==> config.mk <==
export PLATFORM = sky130hd
export DESIGN_NAME = uart_rx_fifo
export DESIGN_NICKNAME = d
export VERILOG_FILES = /design/src/rtl/uart_pkg.sv /design/src/rtl/sync_fifo.sv /design/src/rtl/uart_rx_fifo.sv
export SDC_FILE = /design/constraint.sdc
export NUM_CORES = 1
export LEC_CHECK = 0
export ABC_AREA = 1
export CAP_MARGIN = 10
export CORE_UTILIZATION = 56
export DETAILED_ROUTE_END_ITERATION = 12
export PLACE_DENSITY = 0.76
export SLEW_MARGIN = 15
export SYNTH_ARGS = -nofsm -noshare
export SYNTH_HDL_FRONTEND = slang
export SYNTH_SLANG_ARGS = --single-unit
==> constraint.sdc <==
create_clock -name clk -period 1.8 [get_ports clk]
set_input_delay 0.27 -clock clk [delete_from_list [all_inputs] [get_ports clk]]
set_output_delay 0.27 -clock clk [all_outputs]
set_load 0.01 [all_outputs]
==> src/rtl/uart_pkg.sv <==
// Shared UART definitions: receiver FSM state encoding, parity mode
// constants, character width and the parity check helper.
package uart_pkg;

  localparam int DATA_W = 8;

  localparam int PAR_NONE = 0;
  localparam int PAR_EVEN = 1;
  localparam int PAR_ODD  = 2;

  typedef enum logic [2:0] {
    ST_IDLE   = 3'd0,
    ST_START  = 3'd1,
    ST_DATA   = 3'd2,
    ST_PARITY = 3'd3,
    ST_STOP   = 3'd4
  } rx_state_t;

  // True when the received parity bit is consistent with the data byte.
  function automatic logic parity_good(input logic [DATA_W-1:0] d,
                                       input logic p, input int mode);
    logic x;
    x = ^{d, p};
    case (mode)
      PAR_EVEN: parity_good = (x == 1'b0);
      PAR_ODD:  parity_good = (x == 1'b1);
      default:  parity_good = 1'b1;
    endcase
  endfunction

endpackage

==> src/rtl/sync_fifo.sv <==
// Synchronous first-word-fall-through FIFO, 2**DEPTH_LOG2 entries.
// Ports:
//   clk      clock, all state on rising edge
//   rst      asynchronous active-low reset (pointers only)
//   wr_en    push request; dropped when full unless a pop happens too
//   wr_data  byte to push
//   rd_en    pop request; ignored when empty
//   rd_data  head entry, forced to zero while empty
//   empty    no entries held
//   full     all entries held
module sync_fifo #(
  parameter int DATA_W     = 8,
  parameter int DEPTH_LOG2 = 4
) (
  input  logic              clk,
  input  logic              rst,
  input  logic              wr_en,
  input  logic [DATA_W-1:0] wr_data,
  input  logic              rd_en,
  output logic [DATA_W-1:0] rd_data,
  output logic              empty,
  output logic              full
);

  localparam int DEPTH = 1 << DEPTH_LOG2;

  logic [DATA_W-1:0] mem [DEPTH];
  // One extra pointer bit distinguishes full from empty when indices match.
  logic [DEPTH_LOG2:0] wptr, rptr;
  logic do_wr, do_rd;

  assign empty = (wptr == rptr);
  assign full  = (wptr[DEPTH_LOG2] != rptr[DEPTH_LOG2]) &&
                 (wptr[DEPTH_LOG2-1:0] == rptr[DEPTH_LOG2-1:0]);

  // A pop frees the slot in the same cycle, so a full FIFO still accepts a
  // simultaneous push; an empty FIFO has nothing to pop even if a push lands.
  assign do_wr = wr_en && (!full || rd_en);
  assign do_rd = rd_en && !empty;

  assign rd_data = empty ? '0 : mem[rptr[DEPTH_LOG2-1:0]];

  always_ff @(posedge clk or negedge rst) begin
    if (!rst) begin
      wptr <= '0;
      rptr <= '0;
    end else begin
      if (do_wr) wptr <= wptr + 1'b1;
      if (do_rd) rptr <= rptr + 1'b1;
    end
  end

  always_ff @(posedge clk) begin
    if (do_wr) mem[wptr[DEPTH_LOG2-1:0]] <= wr_data;
  end

endmodule

==> src/rtl/uart_rx_fifo.sv <==
// UART receiver (8 data bits, optional parity, 1 stop) feeding a byte FIFO.
// Ports:
//   clk         clock, all state on rising edge
//   rst         asynchronous active-low reset
//   rx          serial line, idle high, asynchronous to clk
//   rd_en       pop the FIFO head
//   clr_err     clear the sticky error flags
//   rd_data     FIFO head byte (first-word-fall-through, 0 when empty)
//   empty/full  FIFO status
//   overflow    sticky: good byte dropped because the FIFO was full
//   parity_err  sticky: frame dropped for parity mismatch
//   frame_err   sticky: frame dropped for a low stop bit
module uart_rx_fifo
  import uart_pkg::*;
#(
  parameter int CLKS_PER_BIT = 868,
  parameter int PARITY       = 1,
  parameter int DEPTH_LOG2   = 4
) (
  input  logic              clk,
  input  logic              rst,
  input  logic              rx,
  input  logic              rd_en,
  input  logic              clr_err,
  output logic [DATA_W-1:0] rd_data,
  output logic              empty,
  output logic              full,
  output logic              overflow,
  output logic              parity_err,
  output logic              frame_err
);

  localparam logic [15:0] BIT_CNT  = 16'(CLKS_PER_BIT);
  localparam logic [15:0] HALF_CNT = 16'(CLKS_PER_BIT / 2);

  logic rx_p0, rx_p1, rx_p2;
  logic fall;

  rx_state_t         state, state_nxt;
  logic [15:0]       cnt, cnt_nxt;
  logic [2:0]        bit_idx, bit_nxt;
  logic [DATA_W-1:0] shift, shift_nxt;
  logic              par_bit, par_nxt;
  logic              tick;
  logic              push_nxt, set_fe, set_pe, set_ovf;
  logic              push_p0;

  // Stage p0/p1: two-flop synchronizer; p2 holds the previous synced level
  // so a start is recognised only on a genuine high-to-low transition.
  always_ff @(posedge clk or negedge rst) begin
    if (!rst) begin
      rx_p0 <= 1'b1;
      rx_p1 <= 1'b1;
      rx_p2 <= 1'b1;
    end else begin
      rx_p0 <= rx;
      rx_p1 <= rx_p0;
      rx_p2 <= rx_p1;
    end
  end

  assign fall = rx_p2 && !rx_p1;

  // The counter expires at 1, giving exactly CLKS_PER_BIT cycles per reload.
  assign tick = (cnt == 16'd1);

  always_comb begin
    state_nxt = state;
    cnt_nxt   = cnt;
    bit_nxt   = bit_idx;
    shift_nxt = shift;
    par_nxt   = par_bit;
    push_nxt  = 1'b0;
    set_fe    = 1'b0;
    set_pe    = 1'b0;
    if (state != ST_IDLE) cnt_nxt = tick ? BIT_CNT : cnt - 16'd1;
    case (state)
      ST_IDLE: begin
        cnt_nxt = '0;
        if (fall) begin
          state_nxt = ST_START;
          cnt_nxt   = HALF_CNT;
        end
      end
      ST_START: if (tick) begin
        if (rx_p1) begin
          state_nxt = ST_IDLE;
          cnt_nxt   = '0;
        end else begin
          state_nxt = ST_DATA;
          bit_nxt   = '0;
        end
      end
      ST_DATA: if (tick) begin
        shift_nxt = {rx_p1, shift[DATA_W-1:1]};
        bit_nxt   = bit_idx + 3'd1;
        if (bit_idx == 3'd7) state_nxt = (PARITY != PAR_NONE) ? ST_PARITY : ST_STOP;
      end
      ST_PARITY: if (tick) begin
        par_nxt   = rx_p1;
        state_nxt = ST_STOP;
      end
      ST_STOP: if (tick) begin
        state_nxt = ST_IDLE;
        cnt_nxt   = '0;
        if (!rx_p1)                                 set_fe   = 1'b1;
        else if (!parity_good(shift, par_bit, PARITY)) set_pe = 1'b1;
        else                                        push_nxt = 1'b1;
      end
      default: begin
        state_nxt = ST_IDLE;
        cnt_nxt   = '0;
      end
    endcase
  end

  always_ff @(posedge clk or negedge rst) begin
    if (!rst) begin
      state   <= ST_IDLE;
      cnt     <= '0;
      bit_idx <= '0;
      push_p0 <= 1'b0;
    end else begin
      state   <= state_nxt;
      cnt     <= cnt_nxt;
      bit_idx <= bit_nxt;
      push_p0 <= push_nxt;
    end
  end

  always_ff @(posedge clk) begin
    shift   <= shift_nxt;
    par_bit <= par_nxt;
  end

  // Stage p0 -> FIFO: the accepted byte is written the cycle after the stop
  // sample; the shift register is idle by then, so it still holds the byte.
  assign set_ovf = push_p0 && full && !rd_en;

  always_ff @(posedge clk or negedge rst) begin
    if (!rst) begin
      overflow   <= 1'b0;
      parity_err <= 1'b0;
      frame_err  <= 1'b0;
    end else begin
      if (set_ovf)      overflow   <= 1'b1;
      else if (clr_err) overflow   <= 1'b0;
      if (set_pe)       parity_err <= 1'b1;
      else if (clr_err) parity_err <= 1'b0;
      if (set_fe)       frame_err  <= 1'b1;
      else if (clr_err) frame_err  <= 1'b0;
    end
  end

  sync_fifo #(
    .DATA_W    (DATA_W),
    .DEPTH_LOG2(DEPTH_LOG2)
  ) u_fifo (
    .clk    (clk),
    .rst    (rst),
    .wr_en  (push_p0),
    .wr_data(shift),
    .rd_en  (rd_en),
    .rd_data(rd_data),
    .empty  (empty),
    .full   (full)
  );

endmodule

==> run metrics <==
Seq cells post-synth 176; Clock power frac 0.248; HPWL Detailed 11.5 mm; Fin Clk Skew 15.9 ps; violated checks negative setup slack; Sequential Area 5090 um^2; share of the synthesized area in the top cell type 0.531; Sw Ratio 0.373; die height 120 um; Finished Layout Cells 995; Tcrit/Tclk final 1.30; CTS root buf clkbuf_16; largest family of logic cells by synthesized area simple AND/OR/NAND/NOR gates; Clock Latency Late Sink 430 ps; xor/xnor share of the synthesized area 0.0317; Slew Limit Headroom 0.673; Synth area leader edfxtp_1; crit path max fanout 32; endpoints failing setup 146; ys async rst share 0.222; area of the multi-input gates 2560 um^2; placed cell area 8500 um^2; drt initial violations 819; post-route cell area 9740 um^2; Critical Path Source Type register; Critical Path RT 1530 ps; Final Max Tran Viols 0; Initial Util 0.580; pwr dens 1460 nW/um^2; layout net count 821; vias per std cell 5.98; Final Hold Viols 0; ANT cells 0; adder-cell area share of the yosys netlist 0.0161; RD Place Congestion 0.941; Comb pwr share 0.412; Syn Nets 720; synth top area cells edfxtp_1, dfrtp_1, nor2_1; CTS tree built; RSZ-0062 raised after global routing true; status finished with violations; initial antenna violation count 0; Psw 5.31 mW; Worst-path clk slew 70 ps; Setup crit end kind output pin; Synth Area per Inst 11.0 um^2; register area share after synthesis 0.657; HP Class in -> reg; Synth cell types 40; Top Ports 18; ANT nets after route 0; Simple-Gate Fraction of Synth Area 0.158; first-pass GRT wire length 31.3 mm; PnR Total Power 14.2 mW; grt total ovfl 0; P_leak 3.72 nW; die footprint 14,300 um^2; YS warnings 0; Tmin final 2340 ps; fraction of synthesized area in multiplexers 0; VDD IR max 0.000712 V; FMAX 427 MHz; largest net degree at the start of global routing 33; Synth Instances 705; Post-Route WL 20.2 mm; Fillers 847; Core Region 13,300 um^2; critical path class reg -> out; Rows 42; DRC viols 0; Die X 120 um; post-synthesis compound-gate area fraction 0.0929; Layout Utilization 0.730; Clock Path Buffers 2; # port buffers 17; ys flop type edfxtp_1; DP Cell Count 932; wire length per cell 20.3 um; DRT Pass-1 Iters 6; WP data arrival 2070 ps; Max-Cap Viols 0; worst slew pin tran 490 ps; Area growth syn-to-layout 25.7%; Post-synth EDFFs 137; htree depth 4; vias in the first global route 5,990; Final WS setup -545 ps; # clock sinks 176; Pint 8.94 mW; Reg power frac 0.341; layout cells sized above 1 0.244; total CTS buffers 17; Syn Std Cell Area 7750 um^2; GRT Util Overall 0.296; Via Count 5,946; Setup TNS -43,580 ps
-- metal layers --
| metal | wire length [um] | GRT usage | vias up | part of all wire |
|---|---|---|---|---|
| met5 | 0 | 0 | - | 0 |
| met1 | 7520 | 0.360 | 2864 | 0.37 |
| li1 | - | - | 2627 | - |
| met3 | 1700 | 0.0703 | 65 | 0.084 |
| met4 | 745 | 0.155 | 0 | 0.037 |
| met2 | 10200 | 0.491 | 390 | 0.51 |
-- critical path, cell delays in order, from the launching register on --
cell and delay [ps]:
dfrtp_2 490, buf_12 190, o21ai_0 390, o22ai_2 170, nand2_1 80, nand2_1 60
inv_1 70, a21oi_2 50, buf_2 140
-- what timing repair did --
item | 4_1_cts | 5_1_grt
gates cloned | 3 | 1
setup buffers | 25 | 1
hold endpoints to repair | 17 | 0
gates resized for setup | 105 | 28
hold buffers | 1 | 0
endpoints found under the setup margin | 139 | 171
pin swaps | 23 | 11
-- power by group through the flow --
| stage | Sequential, mW | Clock (mW) | Combinational (mW) |
|---|---|---|---|
| final | 4.86 | 3.53 | 5.86 |
| after CTS | 4.84 | 3.51 | 5.39 |
| after detailed placement | 4.90 | 0 | 4.77 |
| after global placement | 4.89 | 0 | 4.59 |
| after global routing | 4.88 | 3.72 | 6.34 |
| after floorplan | 4.83 | 0 | 3.09 |
-- cells in the final DEF, fill, tap and decap left out, types with 2 or more instances in the layout --
cell             count
nor2_1             105
dfstp_2              3
nand3_2              2
buf_6                7
o22ai_1             13
o21ai_0             58
a21oi_2              6
nand2_4              2
edfxtp_1           137
nand3_1             28
a22o_1               2
xor2_1              11
clkbuf_16           18
nand2_2              6
nor2_4              20
nand4_1              3
o21ai_1             15
o21ai_2              2
clkinvlp_4           3
clkinv_4             3
buf_16               3
clkinv_1             4
xnor2_1             16
inv_6                4
nand3b_1             2
o211ai_1            16
ha_1                10
inv_2                5
o21ai_4              2
dfrtp_1             35
buf_4               64
buf_12              16
clkdlybuf4s50_1      6
nor2_2              12
inv_1               40
a21oi_1              6
buf_2                9
nand2_1            101
nor3_1               4
o22ai_2              3
-- cell usage after synthesis, drive strengths merged (2+ instances only) --
| master | instances |
|---|---|
| o21ai | 77 |
| xor2 | 11 |
| a21oi | 12 |
| xnor2 | 17 |
| buf | 17 |
| nand4 | 4 |
| a22o | 2 |
| clkbuf | 10 |
| clkinv | 2 |
| nand2 | 110 |
| inv | 46 |
| nor3 | 5 |
| dfstp | 3 |
| ha | 10 |
| o22ai | 16 |
| edfxtp | 137 |
| dfrtp | 36 |
| nor2 | 137 |
| o211ai | 17 |
| nand3b | 2 |
| nand3 | 30 |
-- area by class of cell --
class | count | area share
Clock inverter | 14 | 0.0132
Timing Repair Buffer | 109 | 0.115
Tap cell | 176 | 0.0226
Multi-Input combinational cell | 454 | 0.263
Inverter | 48 | 0.0190
Sequential cell | 176 | 0.523
Clock buffer | 18 | 0.0441
-- state kept, by name, summed over array words and instances (netlist names), 3 cells and up --
register and cells:
shift 8, bit_idx 3, u_fifo.wptr 5, u_fifo.mem 128, cnt 16, state 3
u_fifo.rptr 5
-- final timing paths --
check | from | endpoint | slack (ps) | depth (start not counted)
max in group asynchronous | rst | rx_p0 | 860 | 3
hold reg to reg | rx_p0 | rx_p1 | 360 | 0
setup reg to reg | u_fifo.rptr[0] | u_fifo.mem[3][7] | -470 | 12
hold / removal | rx | rx_p0 | 260 | 1
setup / recovery | u_fifo.rptr[0] | rd_data[7] | -540 | 8
min in group asynchronous | rst | cnt[5] | 340 | 2
-- through the flow --
stage	worst slack, ps	hold WS (ps)
6_report	-545	258
5_1_grt	-596	248
4_1_cts	-482	246
3_5_place_dp	-450	251
3_3_place_gp	-409	243
2_1_floorplan	-96.0	-25.6
-- logic make-up (layout without fill, tap and decap cells) --
family | Yosys count | in the layout
buffers and inverters | 75 | 189
adder cells (fa/ha/maj) | 10 | 10
AND/OR/NAND/NOR | 289 | 289
AO/OA/AOI/OAI | 127 | 127
flip-flops | 176 | 176
XOR/XNOR | 28 | 28
Note: power is estimated with default switching activity, not from simulation.
